### src/rtl/bsg_wb_burst_master.sv
// Wishbone B4 registered-feedback burst master: one command becomes one CTI/BTE-sequenced cycle.
// Optional watchdog abort on a stalled slave: define BSG_WB_BURST_MASTER_TIMEOUT_EN.
module bsg_wb_burst_master #(
    parameter int addr_width_p = 32,
    parameter int data_width_p = 64,
    parameter int timeout_p    = 1024
) (
    input  logic                      clk_i,
    input  logic                      reset_n_i,
    input  logic                      cmd_v_i,
    output logic                      cmd_ready_o,
    input  logic [addr_width_p-1:0]   cmd_addr_i,
    input  logic                      cmd_we_i,
    input  logic [3:0]                cmd_len_i,
    input  logic [1:0]                cmd_bte_i,
    input  logic [data_width_p-1:0]   wdata_i,
    input  logic [data_width_p/8-1:0] wsel_i,
    input  logic                      wdata_v_i,
    output logic                      wdata_yumi_o,
    output logic [data_width_p-1:0]   rdata_o,
    output logic                      rdata_v_o,
    output logic                      resp_v_o,
    output logic                      resp_err_o,
    output logic                      cyc_o,
    output logic                      stb_o,
    output logic                      we_o,
    output logic [addr_width_p-1:0]   adr_o,
    output logic [data_width_p-1:0]   dat_o,
    output logic [data_width_p/8-1:0] sel_o,
    output logic [2:0]                cti_o,
    output logic [1:0]                bte_o,
    input  logic [data_width_p-1:0]   dat_i,
    input  logic                      ack_i,
    input  logic                      err_i
);
    localparam int wb_lp = data_width_p / 8;
    localparam int lg_lp = $clog2(wb_lp);
    localparam logic [addr_width_p-1:0] low_mask_lp = addr_width_p'((64'd1 << lg_lp) - 64'd1);
    localparam logic [addr_width_p-1:0] wrap4_lp    = addr_width_p'(3);
    localparam logic [addr_width_p-1:0] wrap8_lp    = addr_width_p'(7);
    localparam logic [addr_width_p-1:0] wrap16_lp   = addr_width_p'(15);

    typedef enum logic [1:0] {IDLE, BURST, RESP} state_e;

    state_e     state;
    logic [3:0] beats_left;
    logic       beat_done;
    logic       abort;
    logic       timeout_hit;

    // Word-index stepping; wrap bursts only touch the low log2(N) bits of the index.
    function automatic logic [addr_width_p-1:0] next_adr(input logic [addr_width_p-1:0] a,
                                                         input logic [1:0] bte);
        logic [addr_width_p-1:0] w, inc, wrap;
        w   = a >> lg_lp;
        inc = w + 1'b1;
        case (bte)
            2'b01:   wrap = wrap4_lp;
            2'b10:   wrap = wrap8_lp;
            2'b11:   wrap = wrap16_lp;
            default: wrap = '1;
        endcase
        return ((inc & wrap) | (w & ~wrap)) << lg_lp;
    endfunction

    function automatic logic [3:0] wrap_last(input logic [1:0] bte);
        case (bte)
            2'b01:   return 4'd3;
            2'b10:   return 4'd7;
            default: return 4'd15;
        endcase
    endfunction

    assign cmd_ready_o  = (state == IDLE);
    assign stb_o        = cyc_o & (~we_o | wdata_v_i);
    assign dat_o        = wdata_i;
    assign sel_o        = we_o ? wsel_i : '1;
    assign rdata_o      = dat_i;
    assign beat_done    = stb_o & ack_i & ~err_i;
    assign rdata_v_o    = beat_done & ~we_o;
    assign wdata_yumi_o = beat_done & we_o;
    assign abort        = (cyc_o & err_i) | timeout_hit;

`ifdef BSG_WB_BURST_MASTER_TIMEOUT_EN
    localparam int tw_lp = (timeout_p > 2) ? $clog2(timeout_p) : 1;
    logic [tw_lp-1:0] stall_cnt;
    logic             stall;

    assign stall       = stb_o & ~ack_i & ~err_i;
    assign timeout_hit = stall & (stall_cnt == tw_lp'(timeout_p - 1));

    always_ff @(posedge clk_i or negedge reset_n_i) begin
        if (!reset_n_i)
            stall_cnt <= '0;
        else if (stall && !timeout_hit)
            stall_cnt <= stall_cnt + 1'b1;
        else
            stall_cnt <= '0;
    end
`else
    assign timeout_hit = 1'b0;
`endif

    always_ff @(posedge clk_i or negedge reset_n_i) begin
        if (!reset_n_i) begin
            state      <= IDLE;
            cyc_o      <= 1'b0;
            we_o       <= 1'b0;
            adr_o      <= '0;
            cti_o      <= 3'b000;
            bte_o      <= 2'b00;
            beats_left <= 4'd0;
            resp_v_o   <= 1'b0;
            resp_err_o <= 1'b0;
        end else begin
            case (state)
                IDLE: begin
                    resp_v_o <= 1'b0;
                    if (cmd_v_i) begin
                        state      <= BURST;
                        cyc_o      <= 1'b1;
                        we_o       <= cmd_we_i;
                        adr_o      <= cmd_addr_i & ~low_mask_lp;
                        beats_left <= cmd_len_i;
                        cti_o      <= (cmd_len_i == 4'd0) ? 3'b000 : 3'b010;
                        bte_o      <= (cmd_len_i == 4'd0) ? 2'b00 : cmd_bte_i;
                    end
                end
                BURST: begin
                    if (abort || (beat_done && beats_left == 4'd0)) begin
                        state      <= RESP;
                        cyc_o      <= 1'b0;
                        we_o       <= 1'b0;
                        resp_v_o   <= 1'b1;
                        resp_err_o <= abort;
                    end else if (beat_done) begin
                        adr_o      <= next_adr(adr_o, bte_o);
                        beats_left <= beats_left - 4'd1;
                        cti_o      <= (beats_left == 4'd1) ? 3'b011 : 3'b010;
                    end
                end
                default: begin
                    state    <= IDLE;
                    resp_v_o <= 1'b0;
                    cti_o    <= 3'b000;
                    bte_o    <= 2'b00;
                end
            endcase
        end
    end

    wrap_len_a: assert property (@(posedge clk_i) disable iff (!reset_n_i)
        (cmd_v_i && cmd_ready_o && cmd_bte_i != 2'b00) |-> (cmd_len_i == wrap_last(cmd_bte_i)));

    params_a: assert property (@(posedge clk_i) (timeout_p > 1) && (data_width_p >= 8));

endmodule

### config.mk
export PLATFORM = sky130hd
export DESIGN_NAME = bsg_wb_burst_master
export DESIGN_NICKNAME = d
export VERILOG_FILES = /design/src/rtl/bsg_wb_burst_master.sv
export SDC_FILE = /design/constraint.sdc
export NUM_CORES = 1
export LEC_CHECK = 0
export BUFFER_PORTS_ARGS = -buffer_cell sky130_fd_sc_hd__buf_2
export CAP_MARGIN = 20
export CELL_PAD_IN_SITES_DETAIL_PLACEMENT = 0
export CELL_PAD_IN_SITES_GLOBAL_PLACEMENT = 1
export CORE_AREA = 2 2 142 144
export CTS_CLUSTER_SIZE = 30
export DETAILED_ROUTE_END_ITERATION = 6
export DIE_AREA = 0 0 144 146
export PLACE_DENSITY_LB_ADDON = 0.08
export SYNTH_ARGS = -nofsm -noshare
export SYNTH_HDL_FRONTEND = slang
export SYNTH_SLANG_ARGS = --single-unit
### constraint.sdc
create_clock -name clk_i -period 3.07 [get_ports clk_i]
set_input_delay 0 -clock clk_i [delete_from_list [all_inputs] [get_ports clk_i]]
set_output_delay 0 -clock clk_i [all_outputs]
set_load 0.05 [all_outputs]
# Yosys cells after proc, flatten, opt, wreduce, memory -nomap -nowiden
# Cells that the tools add are included.
[word_totals]
regBits = 47
latchBits = 0
ramBits = 0
mem_bits_ro = 0
in_bits = 181
elab_cells = 78
n_memories = 0
[op_classes]
n_addsub = 2
n_mul = 0
div = 0
n_lt_le_gt_ge = 0
eq_ne = 9
shift = 0
n_mux = 32
n_bitwise = 14
n_reduce_logical = 12
[ops]
columns = ["cell", "n"]
rows = [
  ["32-bit 2-to-1 mux", 3],
  ["29-bit 2-to-1 mux", 3],
  ["29-bit case mux with 3 select lines", 1],
  ["32-bit case mux with 2 select lines", 1],
  ["29-bit bitwise AND", 2],
  ["29-bit by 1-bit adder with 29-bit output (second input constant)", 1],
  ["29-bit inverter", 1],
  ["29-bit bitwise OR", 1],
  ["4-bit 2-to-1 mux", 3],
  ["2-bit 2-to-1 mux", 5],
  ["3-bit 2-to-1 mux", 3],
  ["4-bit logical NOT", 2],
  ["8-bit 2-to-1 mux", 1],
  ["2-bit inequality test (second input constant)", 4],
  ["2-bit case mux with 2 select lines", 2],
  ["4-bit case mux with 2 select lines", 1],
  ["1-bit bitwise AND", 6],
  ["1-bit 2-to-1 mux", 6],
  ["3-bit case mux with 2 select lines", 1],
  ["2-bit AND reduction", 3],
  ["3-bit AND reduction", 2],
  ["2-bit by 1-bit == test with 1-bit output (second input constant)", 2],
  ["2-bit == test (second input constant)", 2],
  ["4-bit by 1-bit == test with 1-bit output (second input constant)", 1],
  ["other kinds (9)", 12],
]

# Logic depth before layout (Yosys ltp)
[logic_depth]
ltp_word = 15
mapped_depth = 9
mapped_depth_nobuf = 7

# Worst setup path after synthesis
# OpenSTA, ideal clock, no wires.
[synth_timing]
path_kind = "register to register"
start = "reg adr_o[3]"
end = "reg with a tool-made name"
setup_time_ps = 69
arrival_time_ps = 2487
setup_slack_ps = 514
stages_incl_launch_ff = 7
n_path_buf = 0
period_less_slack_ps = 2556
path_cell_list = "dfrtp_1 > ha_1 > and3_1 > nand4_4 > or4_4 > or4_1 > nand3_1"
[synth_rtl]
columns = ["item", "line", "rtl"]
rows = [
  ["start, declared", "27", "output logic [addr_width_p-1:0] adr_o,"],
  ["start signal, assigned", "123", "adr_o <= cmd_addr_i & ~low_mask_lp;"],
  ["start signal, assigned", "137", "adr_o <= next_adr(adr_o, bte_o);"],
]

==> results.sh <==
export IMPL_clockRootBuffer="clkbuf_16"
export IMPL_drt_vias_per_instance=4.41
export IMPL_cts_made_buffers=5
export IMPL_start_util=0.200
export IMPL_crit_type="reg -> reg"
export IMPL_num_antenna_cells=0
export IMPL_routed_wl_um=13400
export IMPL_crit_required_ns=3.31
export IMPL_min_period_ns=2.55
export IMPL_cts_tree="done"
export IMPL_ys_seq_elements=43
export IMPL_grt_remaining_overflow=0
export IMPL_yosys_top_cells_area="dfrtp_1 (28%), buf_4 (26%), nand2_1 (4.6%)"
export IMPL_endpoint_kind="flip-flop"
export IMPL_leakage_uw=0.00175
export IMPL_drt_iter0_drc=163
export IMPL_final_net_count=663
export IMPL_port_buffer_count=98
export IMPL_drcViolationCount=0
export IMPL_worst_slew_pin_slew_ns=0.747
export IMPL_synth_top_area_share=0.278
export IMPL_stdcell_area_um2=4180
export IMPL_synth_avg_cell_area_um2=8.11
export IMPL_dieHeight_um=146
export IMPL_critPathSlowestCell="or4_1"
export IMPL_drv_slew=0
export IMPL_coreArea_um2=19300
export IMPL_clock_sinks=43
export IMPL_clkTransAtPathRegs_ns=0.07
export IMPL_netlist_area_um2=3870
export IMPL_total_power_uw=4950
export IMPL_rsz0062_at_grt="false"
export IMPL_synth_distinct_cells=62
export IMPL_area_delta_synth_final_pct=7.91
export IMPL_path_cells="inv_1 > ha_1 > or3b_2 > and4_1 > nand3_1 > or4_1 > nand3_1"
export IMPL_finalSetupViolCount=0
export IMPL_yosys_top_cells_count="buf_4 (132), nand2_1 (48), dfrtp_1 (43)"
export IMPL_status="completed"
export IMPL_crit_buf_inv=1
export IMPL_fin_util=0.216
export IMPL_critPathArrivalTime_ns=2.78
export IMPL_max_slew_margin_rel=0.502
export IMPL_io_pins=362
export IMPL_detail_route_wl_per_cell_um=18.1
export IMPL_hold_class="in -> out"
export IMPL_cp_common_cell="nand3_1"
export IMPL_die_w_um=144
export IMPL_peakVddDrop_uv=306
export IMPL_gr_usage_all_layers=0.127
export IMPL_skew_ns=0.00722
export IMPL_cts_path_max_buffers=2
export IMPL_place_area_um2=3700
export IMPL_powerDensity_nw_per_um2=1180
export IMPL_synthCells=478
export IMPL_dp_hpwl_um=10100
export IMPL_grt_pass1_wl_um=20200
export IMPL_nFillCells=2170
export IMPL_cts_resized=0
export IMPL_htreeDepth=2
export IMPL_cp_start_kind="flip-flop"
export IMPL_synth_edff_count=0
export IMPL_cap_violations=0
export IMPL_yosysWarnings=0
export IMPL_maxClockFrequency_ghz=0.393
export IMPL_vias=3271
export IMPL_antenna_found_initial=0
export IMPL_critPathTopFamily="simple AND/OR/NAND/NOR gates"
export IMPL_synth_most_common_cell="buf_4"
export IMPL_yosysTopAreaCell="dfrtp_1"
export IMPL_layout_drive_gt1_share=0.273
export IMPL_grt_max_degree=29
export IMPL_crit_fanout=9
export IMPL_core_rowCount=51
export IMPL_synth_ff_type="dfrtp_1"
export IMPL_cpPeakStageDelay_ns=0.59
export IMPL_dr_pass1_iters=4
export IMPL_finalHoldViolations=0
export IMPL_grt_pass1_vias=3364
export IMPL_period_share=0.829
export IMPL_insertion_delay_ns=0.30
export IMPL_ant_nets=0
export IMPL_fin_tns_setup_ns=0
export IMPL_synth_async_sr_flop_share=1.00
export IMPL_gp_congestion=0.716
export IMPL_yosysSeqAreaShare=0.278
export IMPL_die_area_um2=21000
[worst reg2reg max path: cells and delay by family (launching register included)]
kind,cells,cell delay (ns)
adders and majority gates,1,0.19
buffers and inverters,1,0.10
DFF,1,0.38
and+or+nand+nor,5,1.82
[layout make-up]
| type | instances | area (um^2) | share of cell area |
|---|---|---|---|
| clock inverter | 3 | 67.6 | 0.0162 |
| multi-input combinational | 276 | 1670 | 0.400 |
| clock buffer | 5 | 125 | 0.0299 |
| inverter | 12 | 45.0 | 0.0108 |
| sequential | 43 | 1080 | 0.257 |
| tap | 265 | 332 | 0.0793 |
| timing repair buffer | 138 | 863 | 0.206 |
[through the flow]
step                hold WS, ns  cells  worst slack, ns
global placement       0.000341    705            0.499
floorplan                -0.296    481            0.514
finish                0.0000176    742            0.525
detailed placement     0.000341    705            0.428
CTS                    0.000341    742            0.409
global route          0.0000718    742            0.282
[per-layer routing]
metal | vias up | wire, um | track usage | share of wire
li1 | 1555 | - | - | -
met1 | 1543 | 6140 | 0.166 | 0.46
met2 | 113 | 6140 | 0.200 | 0.46
met3 | 60 | 724 | 0.0253 | 0.054
met4 | 0 | 420 | 0.0564 | 0.031
met5 | - | 0 | 0 | 0
[report_power, final]
| group | switching, uW | total [uW] | leakage, uW | internal [uW] |
|---|---|---|---|---|
| combinational | 2120 | 2940 | 0.00115 | 818 |
| clock | 257 | 724 | 0.0000900 | 467 |
| sequential | 449 | 1290 | 0.000511 | 838 |
| total | 2830 | 4950 | 0.00175 | 2120 |
[cells by family after synthesis]
family,Yosys count,synth area share
simple gates,174,0.244
flops,43,0.278
mux,5,0.0132
compound gates,87,0.151
buf+inv,162,0.294
fa+ha+maj,6,0.0194
other cells,1,0.000968
[what timing repair did]
action                                  4_1_cts  5_1_grt
buffers inserted                              0        0
hold buffers                                 29        0
hold endpoints to repair                     55        0
endpoints found under the setup margin        0        0
[cell usage in the layout (no fill, tap or decap), types with 5 or more instances in the layout]
master / count
buf_4: 11
o21ai_0: 19
buf_2: 98
clkbuf_16: 5
nor3_1: 8
nand2b_1: 13
and3_1: 5
dfrtp_1: 43
nand3_1: 24
o211ai_1: 14
a21oi_1: 18
o31ai_1: 8
or4_1: 8
nand4_1: 9
nor4_1: 8
nor2b_1: 5
nor2_1: 20
dlygate4sd3_1: 29
ha_1: 6
and2_1: 6
inv_1: 12
nand2_1: 48
[worst paths after layout]
path	startpoint	slack [ns]	end	cells after the start
worst min register to register	resp_v_o$_DFFE_PN0P_	0.51	resp_v_o$_DFFE_PN0P_	2
worst min-delay path	wdata_i[37]	0.00002	dat_o[37]	0
worst max-delay path	beats_left[0]$_DFFE_PN0P_	0.52	flip-flop	7
max in group asynchronous	reset_n_i	2.04	async pin	3
min in group asynchronous	reset_n_i	0.32	async pin	2
worst max register to register	beats_left[0]$_DFFE_PN0P_	0.52	flip-flop	7
Note: power is estimated with default switching activity, not from simulation.
